`config.mk`:
```
export PLATFORM = sky130hd
export DESIGN_NAME = instr_seq
export DESIGN_NICKNAME = d
export VERILOG_FILES = /design/src/rtl/coproc_pkg.sv /design/src/rtl/seq_watchdog.sv /design/src/rtl/instr_seq.sv
export SDC_FILE = /design/constraint.sdc
export NUM_CORES = 1
export LEC_CHECK = 0
export BUFFER_PORTS_ARGS = -buffer_cell sky130_fd_sc_hd__buf_2
export CAP_MARGIN = 25
export CELL_PAD_IN_SITES_DETAIL_PLACEMENT = 1
export CELL_PAD_IN_SITES_GLOBAL_PLACEMENT = 1
export CORE_ASPECT_RATIO = 0.7
export CORE_MARGIN = 1.5
export CORE_UTILIZATION = 41
export DETAILED_ROUTE_END_ITERATION = 16
export PLACE_DENSITY = 0.95
export SLEW_MARGIN = 10
export SYNTH_ARGS = -nofsm -noshare
export SYNTH_HDL_FRONTEND = slang
export SYNTH_SLANG_ARGS = --single-unit
```
`constraint.sdc`:
```
create_clock -name clk -period 3.9 [get_ports clk]
set_input_delay 0.78 -clock clk [delete_from_list [all_inputs] [get_ports clk]]
set_output_delay 0.78 -clock clk [all_outputs]
set_load 0.05 [all_outputs]
```
`src/rtl/coproc_pkg.sv`:
```
// Shared types and constants for the coprocessor instruction sequencer.
package coproc_pkg;

  typedef enum logic [2:0] {
    S_IDLE   = 3'd0,
    S_DECODE = 3'd1,
    S_ISSUE  = 3'd2,
    S_EXEC   = 3'd3,
    S_RESP   = 3'd4
  } seq_state_t;

  localparam logic [3:0]  OP_MAX_DEFAULT = 4'd9;
  localparam logic [15:0] ILLEGAL_RESULT = 16'hDEAD;
  localparam logic [15:0] TIMEOUT_RESULT = 16'hFFFF;

  // Bit positions inside the status byte
  localparam int ST_ERR_ILLEGAL = 7;
  localparam int ST_ERR_TIMEOUT = 6;
  localparam int ST_BUSY        = 5;
  localparam int ST_CNT_MSB     = 3;

endpackage

```
`src/rtl/seq_watchdog.sv`:
```
// Loadable up-counter with clear/enable; tc flags the last allowed ALU cycle.
module seq_watchdog #(
  parameter int TIMEOUT_CYCLES = 64,
  parameter int CNT_W          = $clog2(TIMEOUT_CYCLES) + 1
) (
  input  logic             clk,
  input  logic             rst_n,
  input  logic             clr,
  input  logic             en,
  input  logic             load,
  input  logic [CNT_W-1:0] load_val,
  output logic             tc
);

  logic [CNT_W-1:0] cnt;

  // clr has priority over load, load over count
  always_ff @(posedge clk or negedge rst_n) begin
    if (!rst_n) begin
      cnt <= '0;
    end else if (clr) begin
      cnt <= '0;
    end else if (load) begin
      cnt <= load_val;
    end else if (en) begin
      cnt <= cnt + 1'b1;
    end
  end

  assign tc = (cnt == CNT_W'(TIMEOUT_CYCLES - 1));

endmodule

```
`src/rtl/instr_seq.sv`:
```
// Sequences one 40-bit instruction at a time: capture, decode check, ALU issue
// under a watchdog, then hand the 16-bit result to the TX stage.
module instr_seq
  import coproc_pkg::*;
#(
  parameter int         TIMEOUT_CYCLES = 64,
  parameter logic [3:0] OP_MAX         = OP_MAX_DEFAULT
) (
  input  logic        clk,
  input  logic        rst_n,
  input  logic        rx_valid,
  input  logic [7:0]  op,
  input  logic [7:0]  a1,
  input  logic [7:0]  a2,
  input  logic [7:0]  b1,
  input  logic [7:0]  b2,
  output logic        alu_ready,
  output logic        alu_start,
  output logic [3:0]  alu_fn,
  output logic [2:0]  alu_flags,
  output logic [15:0] alu_a,
  output logic [15:0] alu_b,
  input  logic        alu_done,
  input  logic [15:0] alu_result,
  output logic        tx_valid,
  output logic [15:0] tx_data,
  input  logic        tx_ready,
  input  logic        clr_err,
  output logic [7:0]  status,
  output logic [2:0]  dbg_state
);

  // Handshakes: rx_valid is a level consumed only in IDLE (alu_ready=1); the
  // RX stage holds its fields while alu_ready=0. tx_valid/tx_data stay frozen
  // until a cycle with tx_valid && tx_ready, which is the single transfer.

  seq_state_t  state, state_d;
  logic [7:0]  op_q;
  logic [15:0] tx_d;
  logic        capture, set_ill, set_to, tx_load, finish;
  logic        wd_clr, wd_en, wd_tc;
  logic        err_illegal, err_timeout;
  logic [3:0]  instr_cnt;

  seq_watchdog #(.TIMEOUT_CYCLES(TIMEOUT_CYCLES)) u_wd (
    .clk      (clk),
    .rst_n    (rst_n),
    .clr      (wd_clr),
    .en       (wd_en),
    .load     (1'b0),
    .load_val ('0),
    .tc       (wd_tc)
  );

  always_comb begin
    state_d = state;
    capture = 1'b0;
    set_ill = 1'b0;
    set_to  = 1'b0;
    tx_load = 1'b0;
    tx_d    = tx_data;
    finish  = 1'b0;
    wd_clr  = 1'b0;
    wd_en   = 1'b0;
    case (state)
      S_IDLE: begin
        if (rx_valid) begin
          capture = 1'b1;
          state_d = S_DECODE;
        end
      end
      S_DECODE: begin
        if (op_q[3:0] > OP_MAX) begin
          set_ill = 1'b1;
          tx_load = 1'b1;
          tx_d    = ILLEGAL_RESULT;
          finish  = 1'b1;
          state_d = op_q[7] ? S_IDLE : S_RESP;
        end else begin
          state_d = S_ISSUE;
        end
      end
      S_ISSUE: begin
        wd_clr  = 1'b1;
        state_d = S_EXEC;
      end
      S_EXEC: begin
        wd_en = 1'b1;
        // A done landing on the terminal cycle still counts as success
        if (alu_done) begin
          tx_load = 1'b1;
          tx_d    = alu_result;
          finish  = 1'b1;
          state_d = op_q[7] ? S_IDLE : S_RESP;
        end else if (wd_tc) begin
          set_to  = 1'b1;
          tx_load = 1'b1;
          tx_d    = TIMEOUT_RESULT;
          finish  = 1'b1;
          state_d = op_q[7] ? S_IDLE : S_RESP;
        end
      end
      S_RESP: begin
        if (tx_ready) begin
          state_d = S_IDLE;
        end
      end
      default: state_d = S_IDLE;
    endcase
  end

  always_ff @(posedge clk or negedge rst_n) begin
    if (!rst_n) begin
      state       <= S_IDLE;
      op_q        <= '0;
      alu_a       <= '0;
      alu_b       <= '0;
      tx_data     <= '0;
      err_illegal <= 1'b0;
      err_timeout <= 1'b0;
      instr_cnt   <= '0;
    end else begin
      state <= state_d;
      if (capture) begin
        op_q  <= op;
        alu_a <= {a1, a2};
        alu_b <= {b1, b2};
      end
      if (tx_load) begin
        tx_data <= tx_d;
      end
      if (finish) begin
        instr_cnt <= instr_cnt + 4'd1;
      end
      // Set events beat a simultaneous clear
      if (set_ill)      err_illegal <= 1'b1;
      else if (clr_err) err_illegal <= 1'b0;
      if (set_to)       err_timeout <= 1'b1;
      else if (clr_err) err_timeout <= 1'b0;
    end
  end

  assign alu_ready = (state == S_IDLE);
  assign alu_start = (state == S_ISSUE);
  assign tx_valid  = (state == S_RESP);
  assign alu_fn    = op_q[3:0];
  assign alu_flags = op_q[6:4];
  assign status    = {err_illegal, err_timeout, (state != S_IDLE), 1'b0, instr_cnt};
  assign dbg_state = state;

endmodule

```
==> run metrics <==
total core area=0.00748 mm^2; Hold Crit Class=flop to flop; Seq/Total Area, Yosys=0.554; CTS buffer count=9; Top Ports=131; layout cells sized above 1=0.560; Slowest-stage cell, CP=dfrtp_1; Port Buffer Count=129; DR DRC count=0; flops & latches, synth=72; Setup crit start kind=flop; diode count=0; Gate Count Post-Synth=226; Post-CTS Repair Setup Buffers=0; Detail Placement HPWL=5.44 mm; setup tns final=0 ps; wire per inst=16.6 um; crit path from=dbg_state[1]$_DFFE_PN0P_; RSZ-0062 raised after global routing=false; Gates resized, CTS repair=0; total die area=0.00848 mm^2; total of warnings raised by yosys=0; CP Class=flop to output pin; final wirelength=7.43 mm; CP Capture Type=output pin; crit share post-route=0.594; Chip Height=77.5 um; antenna violations before repair=0; Register Area=0.00180 mm^2; # fillers=796; Clock transition at path regs=60 ps; syn_area_per_cell=14.4 um^2; area share of the largest cell type after synthesis=0.554; Yosys cell types=44; family with the most delay on the worst path=flip-flops; dpl ws=1870 ps; Post-synth EDFFs=0; worst hold slack=468 ps; Nets=409; vias in the first global route=2381; setup ws final=1580 ps; cell taking the most area after synthesis=dfrtp_1; CTS Sinks=72; CP peak stage delay=640 ps; footprint of the multi-input gates=0.00122 mm^2; Final Hold Viols=0; Skew-Pair Late Insertion Delay=320 ps; Crit Path Max Fanout=13; Worst EP required=3120 ps; global-route wire length before repair=12.0 mm; hold_sp=instr_cnt[3]$_DFFE_PN0P_; CTS max path bufs=2; measured slew at the worst slew-check pin=886 ps; router iterations before antenna repair=4; fin. max-slew vios=0; Die X=109 um; Critical Path AT=1540 ps; initial core utilization=0.434; Starting DRT DRC Count=46; total gr overflow=0; Worst Path Buf+Inv=1; maxcap violations=0; Area Growth Syn to Fin=26.4%; clock period minus final worst setup slack=2320 ps; final core utilization=0.549; Root Driver=clkbuf_16; routability congestion estimate=0.783; via count=2211; antenna viol nets, final=0; row count=26; crit path cell chain=nand2b_4 -> nor2_1 -> buf_2; Setup Viol. Count Final=0; syn nets=290; vias per cell=4.94; H-tree levels=3; CTS tree=built; outcome=completed; clk_skew=3.07 ps; cts hold-fix bufs=0; Synth area leaders=dfrtp_1 55%, mux2_4 18%, o22a_1 3.0%; GRT Resource Usage Total=0.188; fraction of registers with async set/reset=1.00; ys flop type=dfrtp_1; normalized max-slew margin=0.409; largest net degree at the start of global routing=73; Mapped Area=0.00325 mm^2; highest clock rate=432 MHz; Reg-to-Reg Start=dbg_state[1]$_DFFE_PN0P_
[through the flow]
step           cells  cell area [um^2]
6_report         448              4110
5_1_grt          448              4110
4_1_cts          448              4110
3_5_place_dp     432              3810
3_3_place_gp     432              3810
2_1_floorplan    226              3250
[worst register-to-register path: cells and delay by family (launching register included)]
family	cells	cell delay, ps
flops	1	550
simple gates	2	870
mux	1	400
[per-layer routing]
layer | wire [um] | vias to the layer above | track usage
met3 | 493 | 9 | 0.0622
met2 | 3610 | 88 | 0.314
met1 | 3220 | 1088 | 0.230
li1 | - | 1026 | -
met5 | 0 | - | 0
met4 | 101 | 0 | 0.0558
[state kept, by name, summed over array words and instances, names as in the netlist]
name	flops
alu_a	16
alu_b	16
dbg_state	3
err_illegal	1
err_timeout	1
instr_cnt	4
op_q	8
tx_data	16
u_wd.cnt	7
[cells in the final DEF, fill, tap and decap left out, drive strengths merged, types with 3 or more instances in the layout]
cell / Yosys / final
clkinv: 0 / 3
buf: 20 / 129
o22a: 11 / 11
dfrtp: 72 / 72
a21oi: 7 / 7
inv: 5 / 5
nand3: 3 / 3
nor2: 6 / 6
clkbuf: 1 / 11
mux2: 41 / 41
nand2: 13 / 13
o21ai: 11 / 11
nand2b: 4 / 4
[logic make-up after synthesis]
kind of cell	share of synthesized area
XOR/XNOR	0.00808
multiplexers	0.191
AO/OA/AOI/OAI	0.0866
buffers and inverters	0.0712
AND/OR/NAND/NOR	0.0797
flip-flops	0.554
adder cells (fa/ha/maj)	0.00770
other	0.00115
[final timing paths]
kind / to / depth (start not counted) / slack, ps
worst max-delay path: alu_start / 3 / 1580
worst min-delay path: instr_cnt[3]$_DFFE_PN0P_ / 1 / 470
worst max register to register: alu_b[14]$_DFFE_PN0P_ / 3 / 1960
worst min register to register: instr_cnt[3]$_DFFE_PN0P_ / 1 / 470
max in group asynchronous: op_q[3]$_DFFE_PN0P_ / 1 / 2740
min in group asynchronous: err_illegal$_DFFE_PN0P_ / 1 / 560
[synthesized netlist by cell type (2+ instances only)]
| master | instances |
|---|---|
| buf_6 | 3 |
| inv_1 | 5 |
| buf_4 | 12 |
| ha_1 | 2 |
| nand3_1 | 2 |
| o221a_2 | 2 |
| nand2b_1 | 3 |
| dfrtp_1 | 72 |
| nand2_1 | 13 |
| buf_12 | 4 |
| a21oi_1 | 7 |
| nor2_1 | 6 |
| a21o_1 | 2 |
| a22o_1 | 2 |
| o22a_1 | 11 |
| or4_1 | 2 |
| mux2_4 | 40 |
| xor2_1 | 2 |
| nand3b_1 | 2 |
| o21ai_0 | 10 |
[final cells by class]
cell class                      count  area share
Multi-Input combinational cell    128       0.296
Tap cell                           98      0.0299
Inverter                            5     0.00457
Clock inverter                      5      0.0137
Sequential cell                    72       0.439
Timing Repair Buffer              129       0.158
Clock buffer                       11      0.0591
Power is left out: the tool's default activity adds up to more than one toggle a clock period on the data nets, which glitch-free logic cannot reach.
